[config.mk]
export PLATFORM = sky130hd
export DESIGN_NAME = vga_sync_ctrl
export DESIGN_NICKNAME = d
export VERILOG_FILES = /design/src/rtl/vga_sync_ctrl.sv
export SDC_FILE = /design/constraint.sdc
export NUM_CORES = 1
export LEC_CHECK = 0
export CORE_MARGIN = 10
export CORE_UTILIZATION = 55
export CTS_CLUSTER_SIZE = 8
export DETAILED_ROUTE_END_ITERATION = 10
export PLACE_DENSITY = 0.84
export SYNTH_ARGS = -nofsm -noshare
export SYNTH_HDL_FRONTEND = slang
export SYNTH_SLANG_ARGS = --single-unit
[constraint.sdc]
create_clock -name clk -period 3.9 [get_ports clk]
set_clock_uncertainty 0.05 [all_clocks]
set_input_delay 0.78 -clock clk [delete_from_list [all_inputs] [get_ports clk]]
set_output_delay 0.78 -clock clk [all_outputs]
set_load 0.01 [all_outputs]
[src/rtl/vga_sync_ctrl.sv]
// vga_sync_ctrl: VGA raster timing generator with a divide-by-4 pixel enable.
// Sync and blanking flops are loaded from the next counter values, so they line up with hcount/vcount.
module vga_sync_ctrl #(
    parameter int H_VIS  = 640,
    parameter int H_FP   = 16,
    parameter int H_SYNC = 96,
    parameter int H_BP   = 48,
    parameter int V_VIS  = 480,
    parameter int V_FP   = 10,
    parameter int V_SYNC = 2,
    parameter int V_BP   = 33
) (
    input  logic       clk,
    input  logic       clr,
    output logic       pix_en,
    output logic [9:0] hcount,
    output logic [9:0] vcount,
    output logic       hsync,
    output logic       vsync,
    output logic       video_on,
    output logic       line_tick,
    output logic       frame_tick
);
    localparam int H_TOT = H_VIS + H_FP + H_SYNC + H_BP;
    localparam int V_TOT = V_VIS + V_FP + V_SYNC + V_BP;
    logic [1:0] ps;
    logic       h_last, v_last;
    logic [9:0] h_nxt, v_nxt;
    assign pix_en = &ps;
    always_comb begin
        h_last = hcount == 10'(H_TOT - 1);
        v_last = vcount == 10'(V_TOT - 1);
        h_nxt  = pix_en ? (h_last ? '0 : hcount + 10'd1) : hcount;
        v_nxt  = (pix_en && h_last) ? (v_last ? '0 : vcount + 10'd1) : vcount;
    end
    always_ff @(posedge clk or posedge clr) begin
        if (clr) begin
            ps         <= '0;
            hcount     <= '0;
            vcount     <= '0;
            hsync      <= 1'b1;
            vsync      <= 1'b1;
            video_on   <= 1'b1;
            line_tick  <= 1'b0;
            frame_tick <= 1'b0;
        end else begin
            ps         <= ps + 2'd1;
            hcount     <= h_nxt;
            vcount     <= v_nxt;
            hsync      <= !(h_nxt >= 10'(H_VIS + H_FP) && h_nxt < 10'(H_VIS + H_FP + H_SYNC));
            vsync      <= !(v_nxt >= 10'(V_VIS + V_FP) && v_nxt < 10'(V_VIS + V_FP + V_SYNC));
            video_on   <= h_nxt < 10'(H_VIS) && v_nxt < 10'(V_VIS);
            line_tick  <= pix_en && h_last;
            frame_tick <= pix_en && h_last && v_last;
        end
    end
endmodule

==> flow_summary.toml <==
[timing]
period_share_pct = 65.6
setup_viol = 0
post-route-min-period_ps = 2560
worst_pin_slew_ps = 992
worst_slack_ps = 1340
max_freq_mhz = 391
relSlewSlack_pct = 33.8
maxSlewViolCount = 0
rsz0062_at_grt = "no"
hold_violations = 0
whs_ps = 387
setup_tns_ps = 0

[finish]
ff_latch_area_um2 = 679
multi_input_comb_area_um2 = 736
fillers = 200
drive_gt1_share_pct = 8.47
area.growth.synth_to_final_pct = 20.0
nets = 184
layout.cells.most_common = "clkdlybuf4s50_1"
utilization_pct = 70.5
final_cell_area_um2 = 1780
diodes = 0
mostFrequentLayoutCells = "clkdlybuf4s50_1, dfrtp_1, nand2_1, o21ai_0, nand4_1"

[worst_setup_path]
crit_chain = "ha_1, clkdlybuf4s50_1"
slowest_delay_ps = 620
critPathKind = "reg -> out"
cp_max_fo = 10
cpMaxStageDelayCell = "clkdlybuf4s50_1"
ff2ff_setup_slack_ps = 1640
cp.arrival_ps = 1730
worstPathRequired_ps = 3070
r2r_cells = 7
reg2reg_to = "video_on"
critPathLaunchType = "register"
timing.rr.start = "hcount[0]"
cp-end-kind = "output pin"
crit_start = "ps[0]"

[synth]
synth_edf_count = 0
ys_async_sr_fraction_pct = 100
yosysSeqAreaShare_pct = 45.8
syn-num-nets = 160
ys_types = 46
syn_inst = 154
ys_seq_elements = 27
synth_flop_cell = "dfrtp_1"
syn_area_per_cell_um2 = 9.63
yosysWarnings = 0
synthesis.area_um2 = 1480

[worst_hold_path]
holdCritPathClass = "reg -> reg"
min_path_cells = 1
hp-start = "ps[0]"
hold_end = "ps[0]"

[global_route]
grtUsageTotal_pct = 13.4
grt_pass1_wl_mm = 5.82
antenna_found_initial = 0
grt_overflow = 0
grt_pass1_vias = 1213
grt_max_degree = 28

[cts]
cts.clk_slew.worst_paths_ps = 150
htree_levels = 1
cts_resized = 0
cts_tree = "done"
cts_buffer_depth = 2
cts_hold_buf = 0
cts.root.buffer_cell = "clkbuf_4"
clk_latency_ps = 340
postCtsSetupBuffers = 0
cts_made_buffers = 3
numClockSinks = 27

[die]
core_um2 = 2520
io_pins = 28
initial_core_util_pct = 58.8
die-width_um = 71.9
rows = 18
die_y_um = 71.9
die_area_um2 = 5170

[drt]
ant_nets = 0
drcViolationCount = 0
drt_iter0_markers = 122
routed_wl_mm = 3.30
vias = 1257
wl_per_cell_um = 16.0
firstDrtPassIters = 4
viasPerCell = 6.07

[place]
place_ws_ps = 1670
io_buffer_count = 27
place_area_um2 = 1750
place.gp.congestion = 0.927
dp_hpwl_mm = 2.45

[power_and_ir_drop]
power_density_nw_per_um2 = 233
leakagePower_uw = 0.000699
vdd_drop_max_mv = 0.182

[outcome]
outcome = "finished, final reports clean"

[flow_run]
maxCapViolations = 0
## sequential cells by signal, summed over array words and instances (netlist names)
signal and count:
ps 2, line_tick 1, vcount 10, frame_tick 1
hcount 10, hsync 1, vsync 1, video_on 1
## stage by stage
stage,total power [uW],std cells
2_1_floorplan,289,154
3_3_place_gp,292,203
3_5_place_dp,292,203
4_1_cts,420,207
5_1_grt,429,207
6_report,415,207
## power breakdown
part | internal (uW) | switching, uW
Combinational | 0.920 | 5.18
Clock | 39.4 | 89.2
Sequential | 280 | 0
## worst max path at each step
stage	to	slack, ps	cells past startpoint
after global placement	video_on	1730	7
after detailed placement	video_on	1670	7
after floorplan	hsync	1840	8
after CTS	pix_en	1330	2
final	pix_en	1340	2
after global routing	pix_en	1230	2
## routing by layer
| layer | vias up | global-route usage, % | wire length [um] | share of wire [%] |
|---|---|---|---|---|
| li1 | 613 | - | - | - |
| met1 | 595 | 17.5 | 1500 | 45 |
| met2 | 47 | 20.8 | 1500 | 45 |
| met3 | 2 | 4.08 | 285 | 8.6 |
| met4 | 0 | 4.09 | 21 | 0.64 |
| met5 | - | 0 | 0 | 0 |
## synth_stat cells (all sizes together) (2+ instances only)
cell / count / area share, %
dfrtp: 24 / 41
nand2: 16 / 4.1
o21ai: 13 / 4.4
nand4: 10 / 5.2
nor2: 9 / 2.4
inv: 7 / 1.8
buf: 6 / 2.2
nor3: 6 / 2.4
xnor2: 6 / 3.5
a21oi: 4 / 1.4
ha: 4 / 3.4
nor2b: 4 / 1.7
o31ai: 4 / 2.0
or3: 4 / 1.7
a31oi: 3 / 1.3
and3: 3 / 1.6
dfstp: 3 / 5.3
nand3: 3 / 1.0
nor4: 3 / 1.7
a32oi: 2 / 1.2
clkbuf: 2 / 0.59
xor2: 2 / 1.2
## worst max-delay path, delay by kind of cell (launching register included)
kind	cells	cell delay [ps]
fa+ha+maj	1	390
flops	1	380
buf+inv	1	620
## layout make-up
| class | count | share of cell area (%) |
|---|---|---|
| Multi-Input combinational cell | 112 | 41.4 |
| Sequential cell | 27 | 38.2 |
| Timing Repair Buffer | 27 | 15.2 |
| Tap cell | 30 | 2.11 |
| Inverter | 7 | 1.48 |
| Clock buffer | 3 | 1.27 |
| Clock inverter | 1 | 0.422 |
## cell families (layout without fill, tap and decap cells)
group                      Yosys count  after routing  share of synthesized area, %
AOI/OAI and AO/OA                   34             34                          14.8
xor gates and xnor gates             8              8                          4.73
adders and majority gates            4              4                          3.38
buffers and inverters               15             38                          4.56
DFF                                 27             27                          45.8
muxes                                1              1                         0.675
and+or+nand+nor                     65             65                          26.1
Power figures use the tool's default switching activity.
